File: src/rtl/fetch_buffer.sv
// fetch_buffer: instruction-fetch stage between the PC and decode.
//
// Takes the PC value, issues in-order requests to instruction memory and
// pulses pcAdvance whenever a request is accepted. Returned words are
// paired with their fetch address in a DEPTH-entry queue that feeds
// decode. A flush (taken branch) empties the queue and discards every
// response still in flight.
//
// Optional feature: define FETCH_BYPASS_EN to forward a response straight
// to decode when the queue is empty (0-cycle latency). Without it the
// response is always registered first (1-cycle latency).
//
// Ports:
//   clk, reset       clock and synchronous active-high reset
//   readAddress      current PC value
//   pcAdvance        request accepted this cycle; PC steps
//   flush            taken branch: drop queued and in-flight fetches
//   imemReq*         request channel to instruction memory
//   imemResp*        in-order response channel (no back-pressure)
//   instr*           instruction channel to decode
//   dbgState         current FSM state (0 IDLE, 1 RUN, 2 FLUSH)
//
// Handshakes: a transfer happens in a cycle where valid and ready are both
// high. A producer holds valid and its payload stable until the transfer;
// the only exception is flush, which withdraws instrValid.
module fetch_buffer #(
    parameter int DEPTH  = 4,
    parameter int ADDR_W = 32,
    parameter int DATA_W = 32
) (
    input  logic              clk,
    input  logic              reset,
    input  logic [ADDR_W-1:0] readAddress,
    output logic              pcAdvance,
    input  logic              flush,
    output logic              imemReqValid,
    input  logic              imemReqReady,
    output logic [ADDR_W-1:0] imemAddr,
    input  logic              imemRespValid,
    input  logic [DATA_W-1:0] imemRespData,
    output logic              instrValid,
    input  logic              instrReady,
    output logic [DATA_W-1:0] instr,
    output logic [ADDR_W-1:0] instrPC,
    output logic [1:0]        dbgState
);
    localparam int PW = $clog2(DEPTH);
    localparam int CW = PW + 1;
    localparam logic [CW-1:0] DEPTH_C = CW'(DEPTH);
    localparam logic [CW-1:0] ONE_C   = CW'(1);
    localparam logic [PW-1:0] PONE    = PW'(1);

    typedef enum logic [1:0] {
        IDLE  = 2'd0,
        RUN   = 2'd1,
        FLUSH = 2'd2
    } stateType;

    stateType state, stateNext;

    // Instruction queue and the address FIFO that pairs responses with PCs.
    logic [DATA_W-1:0] qData  [DEPTH];
    logic [ADDR_W-1:0] qPC    [DEPTH];
    logic [ADDR_W-1:0] afAddr [DEPTH];
    logic [PW-1:0]     qHead, qTail, afHead, afTail;
    logic [CW-1:0]     occ, outCnt, discard;

    logic              hasCredit, accept, queueValid;
    logic              pushQ, popQ, bypassValid, bypassTake;
    logic [CW-1:0]     respInc;

    assign respInc    = CW'(imemRespValid);
    assign queueValid = (occ != '0);
    // occ + outCnt never exceeds DEPTH, so the sum fits in CW bits.
    assign hasCredit  = (occ + outCnt) < DEPTH_C;

    assign imemReqValid = (state == RUN) && hasCredit && !flush;
    assign accept       = imemReqValid && imemReqReady;
    assign pcAdvance    = accept;
    assign imemAddr     = readAddress;
    assign dbgState     = state;

`ifdef FETCH_BYPASS_EN
    // Empty queue: present the response directly; it only enters the
    // queue if decode does not take it this cycle.
    assign bypassValid = (state == RUN) && !flush && !queueValid && imemRespValid;
    assign bypassTake  = bypassValid && instrReady;
    assign instrValid  = queueValid || bypassValid;
    assign instr       = bypassValid ? imemRespData   : qData[qHead];
    assign instrPC     = bypassValid ? afAddr[afHead] : qPC[qHead];
`else
    assign bypassValid = 1'b0;
    assign bypassTake  = 1'b0;
    assign instrValid  = queueValid;
    assign instr       = qData[qHead];
    assign instrPC     = qPC[qHead];
`endif

    assign popQ  = queueValid && instrReady && !flush;
    assign pushQ = (state == RUN) && !flush && imemRespValid && !bypassTake;

    always_ff @(posedge clk) begin
        if (reset) begin
            state <= IDLE;
        end else begin
            state <= stateNext;
        end
    end

    always_comb begin
        stateNext = state;
        case (state)
            IDLE: stateNext = RUN;
            RUN: begin
                // Responses arriving in the flush cycle are already dropped,
                // so only the remainder must be waited out.
                if (flush && ((outCnt - respInc) != '0)) begin
                    stateNext = FLUSH;
                end
            end
            FLUSH: begin
                if ((discard == '0) || (imemRespValid && (discard == ONE_C))) begin
                    stateNext = RUN;
                end
            end
            default: stateNext = IDLE;
        endcase
    end

    always_ff @(posedge clk) begin
        if (reset) begin
            qHead   <= '0;
            qTail   <= '0;
            afHead  <= '0;
            afTail  <= '0;
            occ     <= '0;
            outCnt  <= '0;
            discard <= '0;
            for (int i = 0; i < DEPTH; i++) begin
                qData[i]  <= '0;
                qPC[i]    <= '0;
                afAddr[i] <= '0;
            end
        end else begin
            // Address FIFO: every response, kept or dropped, retires one entry.
            if (accept) begin
                afAddr[afTail] <= readAddress;
                afTail         <= afTail + PONE;
            end
            if (imemRespValid) begin
                afHead <= afHead + PONE;
            end
            outCnt <= outCnt + CW'(accept) - respInc;

            if ((state == RUN) && flush) begin
                discard <= outCnt - respInc;
            end else if ((state == FLUSH) && imemRespValid && (discard != '0)) begin
                discard <= discard - ONE_C;
            end

            if (flush) begin
                occ   <= '0;
                qHead <= '0;
                qTail <= '0;
            end else begin
                occ <= occ + CW'(pushQ) - CW'(popQ);
                if (pushQ) begin
                    qData[qTail] <= imemRespData;
                    qPC[qTail]   <= afAddr[afHead];
                    qTail        <= qTail + PONE;
                end
                if (popQ) begin
                    qHead <= qHead + PONE;
                end
            end
        end
    end
endmodule

File: config.mk
export PLATFORM = sky130hd
export DESIGN_NAME = fetch_buffer
export DESIGN_NICKNAME = d
export VERILOG_FILES = /design/src/rtl/fetch_buffer.sv
export SDC_FILE = /design/constraint.sdc
export NUM_CORES = 1
export LEC_CHECK = 0
export ABC_AREA = 1
export BUFFER_PORTS_ARGS = -buffer_cell sky130_fd_sc_hd__buf_4
export CORE_ASPECT_RATIO = 0.8
export CORE_UTILIZATION = 64
export CTS_CLUSTER_SIZE = 25
export DETAILED_ROUTE_END_ITERATION = 16
export PLACE_DENSITY = 0.95
export REMOVE_ABC_BUFFERS = 1
export SYNTH_ARGS = -nofsm -noshare
export SYNTH_HDL_FRONTEND = slang
export SYNTH_SLANG_ARGS = --single-unit
File: constraint.sdc
create_clock -name clk -period 13.3 [get_ports clk]
set_input_delay 1.33 -clock clk [delete_from_list [all_inputs] [get_ports clk]]
set_output_delay 1.33 -clock clk [all_outputs]
set_load 0.01 [all_outputs]
==> impl_metrics.csv <==
group,metric,value,unit
floorplanning,dieArea,0.0289,sq mm
placed_design,dpl.hpwl,24.4,mm
global_route,grt_overflow_total,0,
floorplanning,die_h,152,um
power,ir_worst_vdd,0.104,mV
routing,viasPerCell,6.05,
routing,wl,44.8,mm
global_route,antenna_found_initial,0,
timing,finalSetupViolations,0,
clock_tree,htreeDepth,2,
clock_tree,cts_buffer_depth,3,
routing,ant_nets,0,
routing,drtIter0Drc,1799,
power,p_leak,8.38,nW
timing,slew_violations,0,
routing,firstDrtPassIters,6,
setup_path,worstPathMaxFanout,64,
placed_design,pre_cts_ws,7770,ps
floorplanning,start_util,65.6,%
clock_tree,clockRootBuffer,"clkbuf_16",
synthesis,synth.distinct_cells,32,
floorplanning,core,0.0275,sq mm
global_route,grt_pass1_vias,13431,
synthesis,yosysTopAreaCellShare,63.9,%
timing,hold_violations,0,
synthesis,syn_area,0.0180,sq mm
final_layout,fillers,1625,
floorplanning,dieWidth,190,um
synthesis,ys_async_sr_fraction,0,%
synthesis,synth-edff-count,384,
timing,finClkSkew,15.9,ps
placed_design,portBuffers,170,
clock_tree,cts_tree,"done",
synthesis,yosysTopAreaCell,"edfxtp_1",
power,powerDensity,136,mW/mm^2
setup_path,worst_setup_path_end_kind,"flop",
global_route,track_usage,30.6,%
global_route,grt_max_degree,99,
clock_tree,cts_made_buffers,39,
timing,worst_slack,8220,ps
setup_path,crit_arrival,5220,ps
final_layout,areaGrowthSynthToFinish,13.5,%
timing,relSlewSlack,14.1,%
synthesis,ys_ff_latch,407,
global_route,grt_first_pass_wirelength,67.9,mm
setup_path,cp.required,13440,ps
floorplanning,rows,54,
synthesis,yosys_warnings,0,
synthesis,yosysSeqAreaShare,66.5,%
synthesis,synthesis.instances,1727,
synthesis,synth_area_leaders,"edfxtp_1 64%, nor2_1 11%, o21ai_0 5.7%",
clock_tree,cts_sinks,407,
clock_tree,clk_latency,540,ps
synthesis,synth_ff_type,"edfxtp_1",
synthesis,syn_avg_cell_area,10.4,sq um
synthesis,synth.most_common_cell,"nor2_1",
clock_tree,cts-resized-gates,0,
clock_tree,cts_hold_buf,0,
routing,num_vias,13362,
timing,worst_slew_pin_slew,1280,ps
clock_tree,cts_setup_buffers,0,
worst_hold_path,min_path_type,"reg -> reg",
routing,wl_per_cell,20.3,um
timing,period_share,38.2,%
clock_tree,clkSlewWorstSetupHoldPaths,60,ps
timing,max_freq,197,MHz
final_layout,diodes,0,
timing,tns,0,ps
synthesis,synthTopCellsByCount,"527 x nor2_1, 384 x edfxtp_1, 206 x o21ai_0",
floorplanning,io-pin-count,171,
placed_design,place_congestion,0.820,
routing,drc,0,
final_layout,drive_gt1_share,16.1,%
timing,rsz0062_at_grt,"false",
timing,min_period,5080,ps
final_layout,fin_nets,1900,
setup_path,timing_worst_setup_path_type,"in -> reg",
job,maxCapViolations,0,
outcome,status,"completed",
setup_path,startpoint_type,"input pin",
per-stage QoR:
| step | hold WS [ps] | utilization, % | instances | total power [mW] | area (sq um) |
|---|---|---|---|---|---|
| 2_1_floorplan | 414 | - | 1591 | 1.62 | 17300 |
| 3_3_place_gp | 450 | 70.1 | 2141 | 1.71 | 19300 |
| 3_5_place_dp | 464 | 70.1 | 2141 | 1.73 | 19300 |
| 4_1_cts | 474 | 74.5 | 2207 | 2.78 | 20500 |
| 5_1_grt | 509 | 74.5 | 2207 | 2.85 | 20500 |
| 6_report | 477 | 74.5 | 2207 | 2.78 | 20500 |
final timing paths:
check	startpoint	endpoint	slack (ps)	depth (start not counted)
setup / recovery	reset	qPC[2][20]	8220	6
hold / removal	afHead[1]	afHead[1]	480	1
setup reg to reg	dbgState[0]	qPC[2][20]	9180	8
hold reg to reg	afHead[1]	afHead[1]	480	1
critical path, stage by stage:
cell and delay, ps:
buf_4 150, inv_1 650, nand2_1 880, inv_2 1080
nand2_1 250, nand2_4 810
sequential cells by signal, summed over array words and instances (netlist names), named ones only:
name and flops:
afAddr 128, qData 128, qPC 128, discard 3, occ 3, outCnt 3
afHead 2, afTail 2, dbgState 2, qHead 2, qTail 2
report_power, final:
group / internal [mW] / leakage (nW) / switching [mW]
sequential: 1.46 / 4.16 / 0.0207
combinational: 0.0754 / 3.63 / 0.155
clock: 0.613 / 0.588 / 0.460
placed cells by master (no fill, tap or decap), types with 3 or more instances in the layout:
cell type,instances
nand3_1,6
clkinv_1,6
clkbuf_16,42
nand2_2,5
clkbuf_1,12
buf_4,186
edfxtp_1,384
nor3b_1,4
inv_2,5
nor2_1,527
o21ai_4,5
o22ai_1,73
ha_1,10
xor2_1,3
nor3_2,30
nor3_1,6
nand2_1,110
dfxtp_1,20
a21oi_1,28
inv_1,151
clkinv_2,6
o21ai_0,201
layer usage:
layer  GRT usage (%)  part of all wire [%]
met5               0                     0
met4            14.4                   3.6
met3            5.57                    12
met2            52.4                    50
met1            37.9                    35
cell type report:
type	count	area (sq um)	area share (%)
Sequential cell	407	12000	58.6
Multi-Input combinational cell	1024	4830	23.6
Timing Repair Buffer	186	1400	6.82
Clock buffer	54	1100	5.35
Inverter	160	603	2.94
Tap cell	364	455	2.22
Clock inverter	12	109	0.531
kinds of logic after synthesis:
| group | Yosys count | synth area share [%] |
|---|---|---|
| DFF | 407 | 66.5 |
| and+or+nand+nor | 698 | 16.1 |
| AOI/OAI and AO/OA | 309 | 9.09 |
| buffers and inverters | 296 | 7.19 |
| adders and majority gates | 12 | 0.915 |
| xor gates and xnor gates | 4 | 0.194 |
| muxes | 1 | 0.0624 |
(Power assumes the default switching activity.)
